===== src/rtl/router_sync_if.sv =====
// Handshake bundle between the router FSM/clients/FIFOs and router_sync.
interface router_sync_if;
  logic       detect_add;
  logic [1:0] data_in;
  logic       write_enb_reg;
  logic       read_enb_0, read_enb_1, read_enb_2;
  logic       empty_0, empty_1, empty_2;
  logic       full_0, full_1, full_2;
  logic [2:0] write_enb;
  logic       fifo_full;
  logic       vld_out_0, vld_out_1, vld_out_2;
  logic       soft_reset_0, soft_reset_1, soft_reset_2;
  logic       addr_err;

  modport master (
    output detect_add, data_in, write_enb_reg,
    output read_enb_0, read_enb_1, read_enb_2,
    output empty_0, empty_1, empty_2,
    output full_0, full_1, full_2,
    input  write_enb, fifo_full, addr_err,
    input  vld_out_0, vld_out_1, vld_out_2,
    input  soft_reset_0, soft_reset_1, soft_reset_2
  );

  modport slave (
    input  detect_add, data_in, write_enb_reg,
    input  read_enb_0, read_enb_1, read_enb_2,
    input  empty_0, empty_1, empty_2,
    input  full_0, full_1, full_2,
    output write_enb, fifo_full, addr_err,
    output vld_out_0, vld_out_1, vld_out_2,
    output soft_reset_0, soft_reset_1, soft_reset_2
  );
endinterface


===== src/rtl/router_sync.sv =====
// Address latch, write-strobe steering, full-flag mux and per-port unread-data
// watchdogs for the three output FIFOs of the 1x3 router.
module router_sync_wd #(
  parameter int TIMEOUT = 30
) (
  input  logic clk,
  input  logic rst,
  input  logic vld,
  input  logic rd,
  output logic soft_reset
);
  localparam logic [5:0] LAST = 6'(TIMEOUT - 1);

  logic [5:0] cnt;
  logic       idle;

  // A pulse itself counts as activity, so two pulses can never be adjacent.
  assign idle = vld & ~rd & ~soft_reset;

  always_ff @(posedge clk) begin
    if (rst) begin
      cnt        <= '0;
      soft_reset <= 1'b0;
    end else if (!idle) begin
      cnt        <= '0;
      soft_reset <= 1'b0;
    end else if (cnt == LAST) begin
      cnt        <= '0;
      soft_reset <= 1'b1;
    end else begin
      cnt        <= cnt + 6'd1;
      soft_reset <= 1'b0;
    end
  end
endmodule

module router_sync #(
  parameter int TIMEOUT = 30
) (
  input  logic           clk,
  input  logic           rst,
  router_sync_if.slave   bus
);
  localparam int NUM_PORTS = 3;

  logic [1:0]           addr;
  logic                 addr_err_q;
  logic [NUM_PORTS-1:0] empty, full, rd, vld, sr;
  logic [NUM_PORTS-1:0] write_enb;
  logic                 fifo_full;

  assign empty = {bus.empty_2, bus.empty_1, bus.empty_0};
  assign full  = {bus.full_2, bus.full_1, bus.full_0};
  assign rd    = {bus.read_enb_2, bus.read_enb_1, bus.read_enb_0};
  assign vld   = ~empty;

  always_ff @(posedge clk) begin
    if (rst) begin
      addr       <= 2'b11;
      addr_err_q <= 1'b0;
    end else if (bus.detect_add) begin
      addr       <= bus.data_in;
      addr_err_q <= (bus.data_in == 2'd3);
    end
  end

  // Address 3 selects nothing: no write, no full back-pressure.
  always_comb begin
    write_enb = '0;
    fifo_full = 1'b0;
    case (addr)
      2'd0: begin write_enb[0] = bus.write_enb_reg; fifo_full = full[0]; end
      2'd1: begin write_enb[1] = bus.write_enb_reg; fifo_full = full[1]; end
      2'd2: begin write_enb[2] = bus.write_enb_reg; fifo_full = full[2]; end
      default: ;
    endcase
  end

  for (genvar g = 0; g < NUM_PORTS; g++) begin : g_wd
    router_sync_wd #(.TIMEOUT(TIMEOUT)) u_wd (
      .clk        (clk),
      .rst        (rst),
      .vld        (vld[g]),
      .rd         (rd[g]),
      .soft_reset (sr[g])
    );
  end

  assign bus.write_enb    = write_enb;
  assign bus.fifo_full    = fifo_full;
  assign bus.addr_err     = addr_err_q;
  assign bus.vld_out_0    = vld[0];
  assign bus.vld_out_1    = vld[1];
  assign bus.vld_out_2    = vld[2];
  assign bus.soft_reset_0 = sr[0];
  assign bus.soft_reset_1 = sr[1];
  assign bus.soft_reset_2 = sr[2];
endmodule


===== src/flat_wrapper.sv =====
// flat-port wrapper written by rule: the top's interface ports become plain ports
module router_sync_flat 
#(
  parameter int TIMEOUT = 30
)
  (clk, rst, bus_detect_add, bus_data_in, bus_write_enb_reg, bus_read_enb_0, bus_read_enb_1, bus_read_enb_2, bus_empty_0, bus_empty_1, bus_empty_2, bus_full_0, bus_full_1, bus_full_2, bus_write_enb, bus_fifo_full, bus_addr_err, bus_vld_out_0, bus_vld_out_1, bus_vld_out_2, bus_soft_reset_0, bus_soft_reset_1, bus_soft_reset_2);
  router_sync_if bus_i ();
  input  logic clk;
  input  logic rst;
  input wire logic [$bits(bus_i.detect_add)-1:0] bus_detect_add;
  input wire logic [$bits(bus_i.data_in)-1:0] bus_data_in;
  input wire logic [$bits(bus_i.write_enb_reg)-1:0] bus_write_enb_reg;
  input wire logic [$bits(bus_i.read_enb_0)-1:0] bus_read_enb_0;
  input wire logic [$bits(bus_i.read_enb_1)-1:0] bus_read_enb_1;
  input wire logic [$bits(bus_i.read_enb_2)-1:0] bus_read_enb_2;
  input wire logic [$bits(bus_i.empty_0)-1:0] bus_empty_0;
  input wire logic [$bits(bus_i.empty_1)-1:0] bus_empty_1;
  input wire logic [$bits(bus_i.empty_2)-1:0] bus_empty_2;
  input wire logic [$bits(bus_i.full_0)-1:0] bus_full_0;
  input wire logic [$bits(bus_i.full_1)-1:0] bus_full_1;
  input wire logic [$bits(bus_i.full_2)-1:0] bus_full_2;
  output wire logic [$bits(bus_i.write_enb)-1:0] bus_write_enb;
  output wire logic [$bits(bus_i.fifo_full)-1:0] bus_fifo_full;
  output wire logic [$bits(bus_i.addr_err)-1:0] bus_addr_err;
  output wire logic [$bits(bus_i.vld_out_0)-1:0] bus_vld_out_0;
  output wire logic [$bits(bus_i.vld_out_1)-1:0] bus_vld_out_1;
  output wire logic [$bits(bus_i.vld_out_2)-1:0] bus_vld_out_2;
  output wire logic [$bits(bus_i.soft_reset_0)-1:0] bus_soft_reset_0;
  output wire logic [$bits(bus_i.soft_reset_1)-1:0] bus_soft_reset_1;
  output wire logic [$bits(bus_i.soft_reset_2)-1:0] bus_soft_reset_2;
  assign bus_i.detect_add = bus_detect_add;
  assign bus_i.data_in = bus_data_in;
  assign bus_i.write_enb_reg = bus_write_enb_reg;
  assign bus_i.read_enb_0 = bus_read_enb_0;
  assign bus_i.read_enb_1 = bus_read_enb_1;
  assign bus_i.read_enb_2 = bus_read_enb_2;
  assign bus_i.empty_0 = bus_empty_0;
  assign bus_i.empty_1 = bus_empty_1;
  assign bus_i.empty_2 = bus_empty_2;
  assign bus_i.full_0 = bus_full_0;
  assign bus_i.full_1 = bus_full_1;
  assign bus_i.full_2 = bus_full_2;
  assign bus_write_enb = bus_i.write_enb;
  assign bus_fifo_full = bus_i.fifo_full;
  assign bus_addr_err = bus_i.addr_err;
  assign bus_vld_out_0 = bus_i.vld_out_0;
  assign bus_vld_out_1 = bus_i.vld_out_1;
  assign bus_vld_out_2 = bus_i.vld_out_2;
  assign bus_soft_reset_0 = bus_i.soft_reset_0;
  assign bus_soft_reset_1 = bus_i.soft_reset_1;
  assign bus_soft_reset_2 = bus_i.soft_reset_2;
  router_sync #(.TIMEOUT(TIMEOUT)) u_core (.clk(clk), .rst(rst), .bus(bus_i));
endmodule

===== config.mk =====
export PLATFORM = sky130hd
export DESIGN_NAME = router_sync_flat
export DESIGN_NICKNAME = d
export VERILOG_FILES = /design/src/rtl/router_sync_if.sv /design/src/rtl/router_sync.sv /design/src/flat_wrapper.sv
export SDC_FILE = /design/constraint.sdc
export NUM_CORES = 1
export LEC_CHECK = 0
export CORE_MARGIN = 5
export CORE_UTILIZATION = 40
export CTS_CLUSTER_DIAMETER = 200
export DETAILED_ROUTE_END_ITERATION = 7
export GPL_TIMING_DRIVEN = 1
export PLACE_DENSITY = 0.68
export SYNTH_ARGS = -nofsm -noshare
export SYNTH_HDL_FRONTEND = slang
export SYNTH_SLANG_ARGS = --single-unit

===== constraint.sdc =====
create_clock -name clk -period 1.8 [get_ports clk]
set_input_delay 0.27 -clock clk [delete_from_list [all_inputs] [get_ports clk]]
set_output_delay 0.27 -clock clk [all_outputs]
set_load 0.05 [all_outputs]

# After elaboration in Yosys (flattened, before gate mapping)
# Cells that the tools add are included.
[classes]
add_sub_neg = 3
mul = 0
div_mod_pow = 0
order_cmp = 0
eq_ne = 6
n_shift = 0
muxes = 7
bitwise_logic = 16
reduce_logical = 7
[ops]
columns = ["op", "count"]
rows = [
  ["adder 6 x 1 -> 6 bit (second input constant)", 3],
  ["equality test 6 x 5 -> 1 bit (second input constant)", 3],
  ["inverter 1 bit", 9],
  ["OR reduction 3 bit", 3],
  ["AND 1 bit", 6],
  ["2-to-1 mux 1 bit", 6],
  ["OR reduction 2 bit", 3],
  ["equality test 2 bit (second input constant)", 2],
  ["inverter 3 bit", 1],
  ["one-hot mux 1 bit (3 select lines)", 1],
  ["equality test 2 x 1 -> 1 bit (second input constant)", 1],
  ["logical NOT 2 bit", 1],
]
[totals]
reg_bits = 24
latch_bits = 0
ram_bits = 0
rom_bits = 0
inputBits = 15
mem_count = 0

# Longest topological paths before layout
# Gate-level depths: netlist (run 1).
[depth]
ltp_word = 5
ltp_mapped = 5
mapped_depth_nobuf = 5

# Hierarchy
# A second synthesis (run 1) with hierarchy kept.
[hier_totals]
hier_cells = 106
area_unflattened_um2 = 1023.5
[modules_own_cells]
columns = ["module", "instances", "cells_per_inst", "area_per_inst_um2", "seq_area_each_um2"]
rows = [
  ["router_sync_wd", 3, 29, 285.3, 140.1],
  ["router_sync", 1, 19, 167.7, 60.1],
]

# Worst setup path after synthesis (run 1)
# No wires, ideal clock.
[synth_path]
path_type = "register -> output"
start = "register u_core.addr[1]"
end = "output port bus_fifo_full"
arrival_time_ns = 1.543
required_time_ns = 1.530
setup_slack_ns = -0.013
stages_incl_launch_ff = 3
path_buffers = 0
path_cell_list = "dfxtp_1 > mux2i_1 > o21ai_0"
[synth_via]
elab_chain_len = 2
elab_cells_between_ends = 4
classes_between = "2 x eq/ne; 1 x mux; 1 x reduce/logical"
[synth_rtl]
columns = ["element", "line", "source"]
rows = [
  ["from (decl)", "router_sync.sv:46", "logic [1:0] addr;"],
  ["from (signal assigned)", "router_sync.sv:62", "addr <= bus.data_in;"],
  ["equality test 2 bit (tied with other cells)", "router_sync.sv:71", "case (addr)"],
  ["one-hot mux 1 bit (3 select lines) *", "router_sync.sv:71", ""],
  ["to (decl)", "flat_wrapper.sv:23", "output wire logic [$bits(bus_i.fifo_full)-1:0] bus_fifo_full;"],
]
# Every way passes the cells marked *; elsewhere a longest branch is shown, timed or not.

# Final worst setup path (run 1)
[layout_path]
start = "register u_core.addr_err_q (netlist: u_core.bus.addr_err)"
end = "output port bus_addr_err"
[layout_rtl]
columns = ["element", "line", "source"]
rows = [
  ["from (decl)", "router_sync.sv:47", "logic addr_err_q;"],
  ["from (signal assigned)", "router_sync.sv:63", "addr_err_q <= (bus.data_in == 2'd3);"],
  ["to (decl)", "flat_wrapper.sv:24", "output wire logic [$bits(bus_i.addr_err)-1:0] bus_addr_err;"],
]
# No word-level cell between the ends.

==> reports/metrics.csv, run 1 <==
metric,value,unit
delay of the slowest cell on the worst path,0.80,ns
DRC violation count after routing,0,
DR vias,839,
global-route wire length before repair,3.12,mm
area of the die,0.00359,sq mm
total of buffers placed on input and output ports,25,
Crit. End Element,output port,
largest net degree at the start of global routing,15,
Sink Count,24,
setup slack on the worst flop-to-flop path,0.40,ns
clock-pin slew reported for the worst setup and hold paths after clock tree synthesis,0.13,ns
total congestion overflow,0,
library cell used as clock root buffer,clkbuf_4,
die boundary width,59.9,um
YS warnings,0,
effective utilization at floorplan,41.0,%
total number of placement rows,18,
number of distinct library cell variants in the gate-level netlist after synthesis,20,
total global-route track usage,11.4,%
critical hold path startpoint,u_core.bus.addr_err$_SDFFE_PP0P_,
number of cells on the worst hold path,2,
vias in the first global route,801,
element type at the critical path start,flip-flop,
Power per Cell Area,745,mW/mm^2
clock skew after layout,0.0115,ns
Stages on worst setup path,1,
CP Class,reg -> out,
"antenna viol nets, final",0,
actual transition at the worst max-transition pin,0.574,ns
Max Transition Viols Final,0,
area of the mapped netlist,997,sq um
share of the clock period used by the worst path after layout,96.2,%
Crit path max-delay family,buffers and inverters,
vias per inst,5.02,
Avg Synthesized Cell Area,9.32,sq um
relative area change from synthesis to final layout,42.7,%
Total Negative Setup Slacks,0,ns
Post-Place Cell Area,0.00136,sq mm
post-synthesis net count,128,
Slew headroom,61.4,%
CORE AREA,0.00243,sq mm
CTS Buffer Depth,2,
number of antenna repair diodes,0,
setup violation total in the final timing report,0,
master of the slowest instance on the critical path,clkdlybuf4s50_1,
total wirelength of the detailed-routed design,1.91,mm
sequential element share of the synthesized area,48.2,%
post-route cell area,0.00142,sq mm
reg-to-reg critical path startpoint,u_core.g_wd[2].u_wd.cnt[0]$_SDFF_PP0_,
synthesized instance count,107,
fraction of final layout cells sized beyond drive strength 1,8.76,%
count of max-cap constraint violations,0,
Register-to-Register Path Depth,4,
number of antenna violations at the first check in global routing,0,
required arrival time at the worst endpoint,1.53,ns
number of buffers inserted during clock tree synthesis,3,
Die Span Y,59.9,um
IO Count,26,
Pleak,0.581,nW
Final Critical Period,1.73,ns
worst-skew pair later-pin latency,0.31,ns
HPWL after DPL,1.58,mm
maximum operating frequency,578,MHz
unrepaired setup endpoints after global routing,false,
WP data arrival,1.46,ns
detailed-router iteration count before antenna repair,3,
type of the most critical hold path,reg -> reg,
Peak VDD IR,0.565,mV
capturing point of the worst reg2reg path,u_core.g_wd[2].u_wd.cnt[4]$_SDFF_PP0_,
TritonCTS clock tree,done,
number of synthesized register bits,24,
setup fix buffers added after clock tree synthesis,0,
most used cells in the layout excluding fill and tap cells,"dfxtp_1 (24), nor2_1 (16), clkdlybuf4s50_1 (15)",
violation count after the first detailed-routing iteration,13,
cells traversed along the worst timing path,clkdlybuf4s50_1,
Placer Congestion,0.711,
wire per inst,11.4,um
crit path max fanout,2,
"most common cell after layout, fill and taps aside",dfxtp_1,
critical path buffer and inverter count,1,
CTS H-Tree Depth,1,
outcome,"finished, final reports clean",
Nets,159,
"Hold Violations, Final",0,
Min-Delay Endpoint,u_core.bus.addr_err$_SDFFE_PP0P_,
==> worst max-delay path by stage <==
stage | startpoint | end
2_1_floorplan | u_core.addr[0]$_SDFFE_PP1P_ | bus_write_enb[0]
3_3_place_gp | rst | u_core.g_wd[0].u_wd.cnt[2]$_SDFF_PP0_
3_5_place_dp | rst | u_core.g_wd[0].u_wd.cnt[2]$_SDFF_PP0_
4_1_cts | u_core.g_wd[2].u_wd.soft_reset$_SDFF_PP0_ | bus_soft_reset_2
5_1_grt | u_core.bus.addr_err$_SDFFE_PP0P_ | bus_addr_err
6_report | u_core.bus.addr_err$_SDFFE_PP0P_ | bus_addr_err
==> what timing repair did <==
item                                    in CTS  in global routing
hold buffers                                 0                  0
endpoints found under the setup margin       0                  3
resized for setup                            0                  3
==> kinds of logic after synthesis <==
family	Yosys count	share of synthesized area (%)
buf+inv	6	2.26
simple gates	48	25.1
xor+xnor	9	7.91
flops	24	48.2
compound gates	13	8.03
mux	1	1.00
fa+ha+maj	6	7.53
==> flip-flops by register name (all words and copies together) (netlist names) <==
signal,cells
u_core.g_wd.u_wd.cnt,18
u_core.g_wd.u_wd.soft_reset,3
u_core.addr,2
u_core.bus.addr_err,1
==> area by class of cell <==
cell class | instances | area, sq um
Clock buffer | 3 | 22.5
Multi-Input combinational cell | 77 | 494
Clock inverter | 1 | 30.0
Tap cell | 30 | 37.5
Inverter | 6 | 22.5
Sequential cell | 24 | 480
Timing Repair Buffer | 26 | 335
Fill cell | 224 | 1010
==> report_power, final <==
group,total (mW),internal (mW),switching [mW]
combinational,0.136,0.0737,0.0627
clock,0.375,0.225,0.150
sequential,0.548,0.539,0.00938
==> synthesized netlist by cell type <==
cell	number	area, sq um
dfxtp_1	24	480
and3b_1	1	8.76
nand2b_1	4	25.0
ha_1	6	75.1
nor2b_1	2	12.5
nor2_1	16	60.1
or4_1	3	22.5
nand2_1	4	15.0
o21ai_0	7	35.0
xnor2_1	3	26.3
nor3b_1	4	30.0
nor4_1	3	18.8
a211o_1	2	17.5
nand3b_1	1	7.51
a21boi_1	3	22.5
mux2i_1	1	10.0
nand3_1	10	50.1
xor2_1	6	52.6
a21oi_1	1	5.00
inv_1	6	22.5
==> layer usage <==
layer | part of all wire (%) | track usage, %
met5 | 0 | 0
met4 | 1.9 | 5.70
met3 | 10 | 3.67
met2 | 46 | 20.7
met1 | 42 | 11.6
==> stage by stage <==
stage                     util, %  setup WS [ns]  power, mW  instances  hold WS, ns
after floorplan                 -         0.0320      0.615        107        0.339
after global placement       56.0         0.0795      0.696        163        0.461
after detailed placement     56.0         0.0327      0.697        163        0.460
after CTS                    58.2         0.0229       1.08        167        0.480
after global routing         58.5        0.00335       1.11        167        0.501
final                        58.5         0.0684       1.06        167        0.476
(Power assumes the default switching activity.)
==> run 2: changes to the inputs <==
- CTS_BUF_LIST: unset -> sky130_fd_sc_hd__clkbuf_8
==> run 2 against run 1 <==
Effect of this change:
- routed wire length grew 1.3%
- highest routed layer unchanged
- setup slack gained 0.037 ns
- utilization grew 0.46 points
- die area is the same
- sequential power is essentially flat
- critical path type unchanged
==> reports/metrics.csv, run 2 (same netlist as run 1, synthesis figures left out) <==
metric,value,unit
amount of wire on met2 after detailed routing,898,um
Peak VDD IR,0.569,mV
register bank with the most flops,u_core.g_wd.u_wd.cnt,
count of max-cap constraint violations,0,
cells traversed along the worst timing path,clkdlybuf4s50_1,
Post-Route Utilization,59.0,%
outcome,"finished, final reports clean",
DR vias,844,
fraction of final layout cells sized beyond drive strength 1,8.76,%
effective utilization at floorplan,41.0,%
detailed-router iteration count before antenna repair,4,
type of the most critical hold path,reg -> reg,
Pleak,0.532,nW
vias in the first global route,807,
start point of the critical path,u_core.g_wd[2].u_wd.soft_reset$_SDFF_PP0_,
unrepaired setup endpoints after global routing,false,
delay of the slowest cell on the worst path,0.81,ns
violation count after the first detailed-routing iteration,18,
WL met1,802,um
total of buffers placed on input and output ports,25,
area of the die,0.00359,sq mm
Nets,159,
total congestion overflow,0,
Max Transition Viols Final,0,
leading registers by flop count,"u_core.g_wd.u_wd.cnt (18), u_core.g_wd.u_wd.soft_reset (3), u_core.addr (2)",
clock-pin slew reported for the worst setup and hold paths after clock tree synthesis,0.08,ns
required arrival time at the worst endpoint,1.53,ns
number of buffers inserted during clock tree synthesis,3,
clock skew after layout,0.00782,ns
layout filler cell count,222,
setup fix buffers added after clock tree synthesis,0,
master of the slowest instance on the critical path,clkdlybuf4s50_1,
CORE AREA,0.00243,sq mm
Cell Count Post-Placement,163,
routed length on met3,200,um
Final Critical Period,1.69,ns
total global-route track usage,11.6,%
number of antenna violations at the first check in global routing,0,
WP data arrival,1.42,ns
crit path max fanout,2,
global-route wire length before repair,3.15,mm
"Hold Violations, Final",0,
worst-skew pair later-pin latency,0.26,ns
TritonCTS clock tree,done,
actual transition at the worst max-transition pin,0.574,ns
Power per Cell Area,794,mW/mm^2
IO Count,26,
critical path buffer and inverter count,1,
maximum operating frequency,590,MHz
largest net degree at the start of global routing,15,
CTS Buffer Depth,2,
max FFs per register,18,
setup violation total in the final timing report,0,
reg-to-reg critical path startpoint,u_core.g_wd[2].u_wd.cnt[0]$_SDFF_PP0_,
HPWL after DPL,1.58,mm
Total Negative Setup Slacks,0,ns
share of the clock period used by the worst path after layout,94.1,%
Sink Count,24,
total wirelength of the detailed-routed design,1.94,mm
number of antenna repair diodes,0,
total number of placement rows,18,
element type at the critical path start,flip-flop,
library cell used as clock root buffer,clkbuf_8,
die boundary width,59.9,um
Placer Congestion,0.711,
vias per inst,5.05,
critical hold path startpoint,u_core.bus.addr_err$_SDFFE_PP0P_,
count of hold-fix buffers inserted at cts,0,
top metal layer carrying routed signals,met4,
Non-Filler Instances,167,
CP Class,reg -> out,
most used cells in the layout excluding fill and tap cells,"dfxtp_1 (24), clkdlybuf4s50_1 (18), nor2_1 (16)",
Slew headroom,61.3,%
CTS-repair resized insts,0,
CTS H-Tree Depth,1,
"antenna viol nets, final",0,
DRC violation count after routing,0,
sequential cell area,480,sq um
multi-input logic area,494,sq um
relative area change from synthesis to final layout,43.8,%
Die Span Y,59.9,um
wire per inst,11.6,um
"most common cell after layout, fill and taps aside",dfxtp_1,
Crit path max-delay family,buffers and inverters,
Crit. End Element,output port,
[run 2: through the flow]
step / hold slack (ns) / cell area (sq um) / power, mW / worst slack (ns)
after floorplan: 0.339 / 997 / 0.615 / 0.0320
after global placement: 0.461 / 1360 / 0.696 / 0.0795
after detailed placement: 0.460 / 1360 / 0.697 / 0.0327
after CTS: 0.474 / 1430 / 1.16 / 0.0919
after global routing: 0.495 / 1430 / 1.19 / 0.0559
final: 0.470 / 1430 / 1.14 / 0.105
[run 2: final timing paths]
path                                                end  slack [ns]  depth (start not counted)
setup / recovery                       bus_soft_reset_2        0.11                          1
hold / removal         u_core.bus.addr_err$_SDFFE_PP0P_        0.47                          2
setup reg to reg  u_core.g_wd[2].u_wd.cnt[4]$_SDFF_PP0_        0.41                          4
hold reg to reg        u_core.bus.addr_err$_SDFFE_PP0P_        0.47                          2
[run 2: per-layer routing]
metal,up-vias,global-route usage [%]
met5,-,0
met4,0,5.70
met3,4,3.67
met2,30,20.8
met1,384,11.9
li1,426,-
[run 2: final cells by class]
class	instances	area share (%)
Sequential cell	24	33.5
Multi-Input combinational cell	77	34.5
Clock buffer	3	2.88
Timing Repair Buffer	26	22.9
Inverter	6	1.57
Clock inverter	1	2.09
Tap cell	30	2.62
[run 2: where the power goes]
part	switching, mW	leakage (nW)	internal, mW	total, mW
clock network	0.158	0.0357	0.297	0.455
registers	0.00935	0.194	0.538	0.547
logic	0.0628	0.302	0.0737	0.137
